==> src/rtl/onehot_scan_pkg.sv <==
// onehot_scan_pkg: shared FSM state encoding and mode constants for the one-hot scan decoder
package onehot_scan_pkg;
  typedef enum logic [1:0] {
    OFF    = 2'd0,
    DIRECT = 2'd1,
    SCAN   = 2'd2
  } state_t;
  localparam logic MODE_DIRECT = 1'b0;
  localparam logic MODE_SCAN   = 1'b1;
endpackage

==> src/rtl/onehot_dwell_counter.sv <==
// onehot_dwell_counter: dwell counter (clk, rst, clr, inc, dwell in; expire out when count >= dwell while counting)
module onehot_dwell_counter #(
  parameter int DWELL_W = 8
) (
  input  logic               clk,
  input  logic               rst,
  input  logic               clr,
  input  logic               inc,
  input  logic [DWELL_W-1:0] dwell,
  output logic               expire
);
  logic [DWELL_W-1:0] cnt;
  // >= so that lowering dwell below the current count still advances on the next cycle
  assign expire = inc && (cnt >= dwell);
  always_ff @(posedge clk) begin
    if (rst || clr || expire) cnt <= '0;
    else if (inc) cnt <= cnt + 1'b1;
  end
endmodule

==> src/rtl/onehot_scan_decoder.sv <==
// onehot_scan_decoder: registered binary-to-one-hot decoder with direct and auto-scan modes.
// Ports: clk, rst (sync, active-high), en (0 blanks d), mode (0 direct, 1 scan),
//   sel_valid/sel/sel_ready index handshake, dwell (scan hold = dwell+1 cycles),
//   d (registered one-hot), d_idx (registered hot index), wrap (pulse on scan wrap to 0).
// Macro ONEHOT_SCAN_ACTIVE_LOW_EN drives d one-cold (all ones when blank).
module onehot_scan_decoder
  import onehot_scan_pkg::*;
#(
  parameter int SEL_W   = 3,
  parameter int DWELL_W = 8
) (
  input  logic                  clk,
  input  logic                  rst,
  input  logic                  en,
  input  logic                  mode,
  input  logic                  sel_valid,
  input  logic [SEL_W-1:0]      sel,
  output logic                  sel_ready,
  input  logic [DWELL_W-1:0]    dwell,
  output logic [2**SEL_W-1:0]   d,
  output logic [SEL_W-1:0]      d_idx,
  output logic                  wrap
);
  localparam int OUT_W = 2**SEL_W;
`ifdef ONEHOT_SCAN_ACTIVE_LOW_EN
  localparam logic [OUT_W-1:0] POL = '1;
`else
  localparam logic [OUT_W-1:0] POL = '0;
`endif
  state_t state, nxt;
  logic accept, scanning, expire, adv, wrap_nxt;
  logic [SEL_W-1:0] idx_nxt;
  logic [OUT_W-1:0] hot;
  assign sel_ready = en && !rst;
  assign accept    = sel_valid && sel_ready;
  // counting only continues across an edge that stays in SCAN; any entry or accept restarts it
  assign scanning  = (state == SCAN) && (nxt == SCAN);
  assign adv       = expire && !accept;
  onehot_dwell_counter #(.DWELL_W(DWELL_W)) u_cnt (
    .clk    (clk),
    .rst    (rst),
    .clr    (accept || !scanning),
    .inc    (scanning),
    .dwell  (dwell),
    .expire (expire)
  );
  always_ff @(posedge clk) begin
    if (rst) begin
      state <= OFF;
      d     <= POL;
      d_idx <= '0;
      wrap  <= 1'b0;
    end else begin
      state <= nxt;
      d     <= hot ^ POL;
      d_idx <= idx_nxt;
      wrap  <= wrap_nxt;
    end
  end
  always_comb begin
    nxt = !en ? OFF : (mode == MODE_SCAN ? SCAN : DIRECT);
  end
  always_comb begin
    idx_nxt  = accept ? sel : (adv ? d_idx + 1'b1 : d_idx);
    wrap_nxt = adv && (&d_idx);
    hot      = '0;
    if (nxt != OFF) hot[idx_nxt] = 1'b1;
  end
endmodule

==> config.mk <==
export PLATFORM = sky130hd
export DESIGN_NAME = onehot_scan_decoder
export DESIGN_NICKNAME = d
export VERILOG_FILES = /design/src/rtl/onehot_scan_pkg.sv /design/src/rtl/onehot_dwell_counter.sv /design/src/rtl/onehot_scan_decoder.sv
export SDC_FILE = /design/constraint.sdc
export NUM_CORES = 1
export LEC_CHECK = 0
export CORE_ASPECT_RATIO = 1.2
export CORE_MARGIN = 8
export CORE_UTILIZATION = 55
export CTS_CLUSTER_SIZE = 24
export DETAILED_ROUTE_END_ITERATION = 12
export DONT_BUFFER_PORTS = 1
export GPL_ROUTABILITY_DRIVEN = 0
export GPL_TIMING_DRIVEN = 0
export PLACE_DENSITY = 0.72
export SYNTH_ARGS = -nofsm -noshare
export SYNTH_HDL_FRONTEND = slang
export SYNTH_SLANG_ARGS = --single-unit
==> constraint.sdc <==
create_clock -name clk -period 6.7 [get_ports clk]
set_input_delay 1.34 -clock clk [delete_from_list [all_inputs] [get_ports clk]]
set_output_delay 1.34 -clock clk [all_outputs]
set_load 0.05 [all_outputs]
==> results of run 1 <==
[where the power goes]
part / internal, mW / switching (mW)
clock: 0.0605 / 0.0382
sequential: 0.133 / 0.00731
combinational: 0.00744 / 0.0103
total: 0.201 / 0.0558
[worst min-delay path, stage by stage, from the launching register on]
cell and delay (ns):
dfxtp_1 0.36, xor2_1 0.07, nor2_1 0.07
[cells by family (layout without fill, tap and decap cells)]
logic type	after synthesis	count (layout)	share of synthesized area
muxes	1	1	0.00886
adders and majority gates	11	11	0.122
xor gates and xnor gates	7	7	0.0543
buffers and inverters	14	18	0.0532
DFF	22	22	0.390
and+or+nand+nor	48	48	0.218
AOI/OAI and AO/OA	18	18	0.154
[sequential cells by signal, indices dropped and copies added (netlist names)]
register,count
d,8
d_idx,3
state,2
u_cnt.cnt,8
wrap,1
[path summary, 6_finish.rpt]
| check | end | slack (ns) | cells past startpoint | start |
|---|---|---|---|---|
| max | sel_ready | 3.30 | 2 | en |
| min | u_cnt.cnt[7] | 0.53 | 2 | u_cnt.cnt[7] |
| max reg2reg | d[4] | 4.21 | 9 | u_cnt.cnt[0] |
| min reg2reg | u_cnt.cnt[7] | 0.53 | 2 | u_cnt.cnt[7] |
[metal layers]
metal  vias up  GRT usage  wire length [um]
li1        428          -                 -
met1       372      0.121               849
met2        24      0.212              1030
met3         4     0.0488               199
met4         0     0.0658                29
met5         -          0                 0
[cell type report]
cell class                 count  area (um2)
fill                         178         797
multi-input combinational     85         629
sequential                    22         440
inverter                      11        41.3
clock inverter                 1        30.0
tap                           20        25.0
clock buffer                   3        22.5
buffer                         3        18.8
[stage by stage]
stage | util | hold WS (ns)
CTS | 0.602 | 0.535
global route | 0.602 | 0.568
floorplan | - | 0.453
finish | 0.602 | 0.532
global placement | 0.576 | 0.493
detailed placement | 0.576 | 0.505
[cell usage in the layout (no fill, tap or decap), drive strengths merged, types with 2 or more instances in the layout]
cell type	count
inv	11
nor2	15
ha	11
nand2	9
a221o	2
a21oi	5
xnor2	2
o21a	2
nor3	9
nor2b	3
a221oi	2
xor2	5
clkbuf	5
dfxtp	22
a21boi	2
nand4	4
and2	3
==> flow_summary_export.csv, run 1 <==
group,metric,value,unit
floorplan,num_rows,18,
routing,drc_errors,0,
flow_run,drv_cap,0,
routing,antenna_left,0,
synthesis,synthesis.instances,121,
place,dp.cells,141,
clock_network,clock_latency,0.30,ns
synthesis,synth_area,1130,um2
min_path,hp-class,"reg -> reg",
routing,drtIter0Drc,15,
floorplan,floorplan.initialDensity,0.564,
finish,diodes,0,
floorplan,io_pins,29,
finish,drive_above_1_share,0.0960,
timing,hold_viol,0,
critical_path,slowest_delay,0.62,ns
critical_path,critPathMaxFanout,8,
pwr,cellPowerDensity,213,nW/um2
synthesis,synth_top_cell_by_area,"dfxtp_1",
synthesis,ys_top_cells_by_area,"dfxtp_1 (39%), ha_1 (12%), nor2_1 (5.0%)",
clock_network,post_cts_buffers,0,
synthesis,avgSynthCellArea,9.34,um2
place,io_buffers,0,
timing,rsz0062_at_grt,"false",
run_status,status,"complete, no violations",
critical_path,crit_chain,"nor2b_1 -> clkbuf_1",
critical_path,start_kind,"input port",
global_routing,grt_pass1_wl,3.59,mm
routing,via_per_inst,5.71,
critical_path,critPathSlowestCell,"clkbuf_1",
timing,slew_headroom,0.462,
routing,wl_per_cell,14.5,um
clock_network,htree_levels,1,
finish,stdcell_area,1210,um2
timing,finalSetupViolations,0,
synthesis,ys_warn_count,0,
critical_path,critical_path_required,5.36,ns
critical_path,critPathArrivalTime,2.06,ns
critical_path,critPathBufInv,1,
critical_path,critPathTopFamily,"buffers and inverters",
synthesis,ys.flop_type,"dfxtp_1",
routing,first_pass_iters,4,
clock_network,post_cts_resized,0,
floorplan,die-area,3770,um2
clock_network,cts_buffer_depth,2,
clock_network,cts_root_buffer,"clkbuf_4",
global_routing,grt_overflow,0,
global_routing,grt_start_max_net_pins,14,
floorplan,die_width,57.4,um
critical_path,worst-setup-path-type,"in -> out",
clock_network,numCtsBuffers,3,
pwr,peakVddDrop,0.172,mV
timing,setup_slack,3.30,ns
pwr,cellLeakagePower,0.509,nW
synthesis,synthDominantCellAreaShare,0.390,
floorplan,fp.dieH,65.7,um
pwr,finalPower,0.257,mW
timing,drv_slew,0,
synthesis,yosysSeqAreaShare,0.390,
place,dp_worst_setup_slack,3.30,ns
clock_network,cts.clk_slew.worst_paths,0.12,ns
place,place_area,1150,um2
timing,clock.fmax,294,MHz
global_routing,track_usage,0.121,
global_routing,antenna_found_initial,0,
synthesis,synth.distinct_cells,31,
finish,nets,153,
clock_network,ctsHoldBuffers,0,
synthesis,synth_common_cells,"dfxtp_1 (22), nor2_1 (15), ha_1 (11), inv_1 (11)",
finish,synthToLayoutAreaGrowth,6.87,%
floorplan,coreArea,2000,um2
clock_network,tritoncts,"built",
routing,wirelength,2.11,mm
timing,fin_crit,3.40,ns
routing,via_count,828,
timing,skew,0.00400,ns
synthesis,synth.most_common_cell,"dfxtp_1",
clock_network,clkSinkCount,22,
place,dpl.hpwl,1.74,mm
timing,period_share,0.508,
timing,tightest_slew,0.807,ns
synthesis,ys_ff_latch,22,
synthesis,async_reset_ff_frac,0,
global_routing,first_global_vias,834,
finish,final_cells,145,
timing,fin_tns_setup,0,ns
critical_path,worst_setup_path_end_kind,"output port",
synthesis,syn-num-nets,148,
synthesis,synth-edff-count,0,
Power figures use the tool's default switching activity.
==> run 2: changes to the inputs <==
--- a/config.mk
+++ b/config.mk
@@ -7,13 +7,13 @@
 export LEC_CHECK = 0
 export CORE_ASPECT_RATIO = 1.2
 export CORE_MARGIN = 8
-export CORE_UTILIZATION = 55
+export CORE_UTILIZATION = 54
 export CTS_CLUSTER_SIZE = 24
 export DETAILED_ROUTE_END_ITERATION = 12
 export DONT_BUFFER_PORTS = 1
 export GPL_ROUTABILITY_DRIVEN = 0
 export GPL_TIMING_DRIVEN = 0
-export PLACE_DENSITY = 0.72
+export PLACE_DENSITY = 0.74
 export SYNTH_ARGS = -nofsm -noshare
 export SYNTH_HDL_FRONTEND = slang
 export SYNTH_SLANG_ARGS = --single-unit
==> constraint.sdc (replaced) <==
create_clock -name clk -period 3.1 [get_ports clk]
set_input_delay 0.62 -clock clk [delete_from_list [all_inputs] [get_ports clk]]
set_output_delay 0.62 -clock clk [all_outputs]
set_load 0.05 [all_outputs]
==> flow_summary_export.csv, run 2 (synthesized netlist as in run 1, its figures left out) <==
group,metric,value,unit
timing,setup_slack,0.618,ns
clock_network,tritoncts,"built",
finish,synthToLayoutAreaGrowth,6.87,%
timing,skew,0.00473,ns
critical_path,worst-setup-path-type,"reg -> reg",
clock_network,post_cts_resized,0,
finish,final_cell_mix,"dfxtp_1 (22), nor2_1 (15), inv_1 (11), ha_1 (11)",
critical_path,worst_setup_path_end_kind,"flop",
pwr,cellLeakagePower,0.509,nW
critical_path,critPathBufInv,2,
clock_network,clock_latency,0.30,ns
global_routing,grt_pass1_wl,3.57,mm
pwr,pwr-share-comb,0.070,
global_routing,grt_overflow,0,
finish,layout_commonest_cell,"dfxtp_1",
clock_network,clkSinkCount,22,
routing,antenna_left,0,
finish,reg.largest.list,"d (8), u_cnt.cnt (8), d_idx (3)",
timing,drv_slew,0,
clock_network,cts_root_buffer,"clkbuf_4",
place,io_buffers,0,
clock_network,cts.clk_slew.worst_paths,0.12,ns
routing,via_per_inst,5.72,
clock_network,cts_buffer_depth,2,
finish,nets,153,
pwr,p_sw,0.121,mW
finish,final_cells,145,
run_status,status,"complete, no violations",
timing,period_share,0.801,
timing,clock.fmax,403,MHz
clock_network,post_cts_buffers,0,
timing,slew_headroom,0.443,
place,dp_worst_setup_slack,0.494,ns
routing,via_count,829,
critical_path,critical_path_required,3.33,ns
finish,diodes,0,
finish,fillerInstances,179,
timing,rsz0062_at_grt,"false",
clock_network,ctsHoldBuffers,0,
critical_path,critPathArrivalTime,2.71,ns
floorplan,floorplan.initialDensity,0.557,
routing,drtIter0Drc,44,
finish,drive_above_1_share,0.0960,
critical_path,start_kind,"flop",
routing,wl_per_cell,14.7,um
floorplan,fp.dieH,66.1,um
critical_path,critPathSlowestCell,"dfxtp_1",
routing,wirelength,2.13,mm
pwr,cellPowerDensity,460,nW/um2
clock_network,htree_levels,1,
clock_network,numCtsBuffers,3,
pwr,swShare,0.219,
routing,drc_errors,0,
critical_path,critPathMaxFanout,7,
critical_path,critPathTopFamily,"compound AO/OA/AOI/OAI gates",
routing,first_pass_iters,4,
floorplan,die-area,3820,um2
global_routing,grt_start_max_net_pins,14,
floorplan,num_rows,18,
floorplan,die_width,57.8,um
min_path,hp-class,"in -> reg",
critical_path,crit_chain,"inv_1 -> ha_1 -> nand2b_4 -> a2111oi_4 -> o41ai_2 -> and2_4 -> buf_6 -> a221o_1 -> nor3_1",
pwr,peakVddDrop,0.382,mV
floorplan,io_pins,29,
timing,finalSetupViolations,0,
pwr,clkPwrFrac,0.384,
critical_path,slowest_delay,0.44,ns
place,dpl.hpwl,1.78,mm
timing,fin_tns_setup,0,ns
global_routing,first_global_vias,866,
timing,tightest_slew,0.835,ns
floorplan,coreArea,2030,um2
global_routing,track_usage,0.117,
pwr,p_int,0.434,mW
place,dp.cells,141,
global_routing,antenna_found_initial,0,
timing,fin_crit,2.48,ns
pwr,finalPower,0.555,mW
pwr,p_seq_frac,0.546,
flow_run,drv_cap,0,
timing,hold_viol,0,
run 2: cell counts in the layout (fill, tap and decap cells not counted):
No cell type changed its count.
run 2: power by group through the flow:
stage / Combinational (mW) / Sequential, mW / Clock (mW)
6_report: 0.0387 / 0.303 / 0.214
4_1_cts: 0.0390 / 0.303 / 0.218
3_3_place_gp: 0.0368 / 0.310 / 0
2_1_floorplan: 0.0331 / 0.309 / 0
5_1_grt: 0.0442 / 0.304 / 0.229
3_5_place_dp: 0.0389 / 0.310 / 0
run 2: final timing paths:
kind | to | slack (ns) | start | depth (start not counted)
hold reg to reg | u_cnt.cnt[0] | 0.51 | u_cnt.cnt[0] | 1
setup / recovery | d[1] | 0.62 | u_cnt.cnt[0] | 9
setup reg to reg | d[1] | 0.62 | u_cnt.cnt[0] | 9
hold / removal | d_idx[1] | 0.37 | rst | 1
run 2: routing by layer:
| layer | part of all wire | vias to the layer above | GRT usage |
|---|---|---|---|
| met4 | 0.0052 | 0 | 0.0460 |
| met2 | 0.51 | 17 | 0.226 |
| li1 | - | 432 | - |
| met1 | 0.42 | 378 | 0.113 |
| met3 | 0.064 | 2 | 0.0370 |
| met5 | 0 | - | 0 |
run 2: cell type report:
type	instances	area (um2)	area share
inverters	11	41.3	0.0342
flip-flops and latches	22	440	0.365
clock buffers	3	22.5	0.0187
plain buffers	3	18.8	0.0155
clock inverters	1	30.0	0.0249
well taps	20	25.0	0.0207
multi-input cells	85	629	0.521
run 2: per-stage QoR:
step	hold slack, ns	area, um2	util
5_1_grt	0.353	1210	0.596
2_1_floorplan	0.453	1130	-
6_report	0.369	1210	0.596
4_1_cts	0.360	1210	0.596
3_3_place_gp	0.488	1150	0.570
3_5_place_dp	0.489	1150	0.570
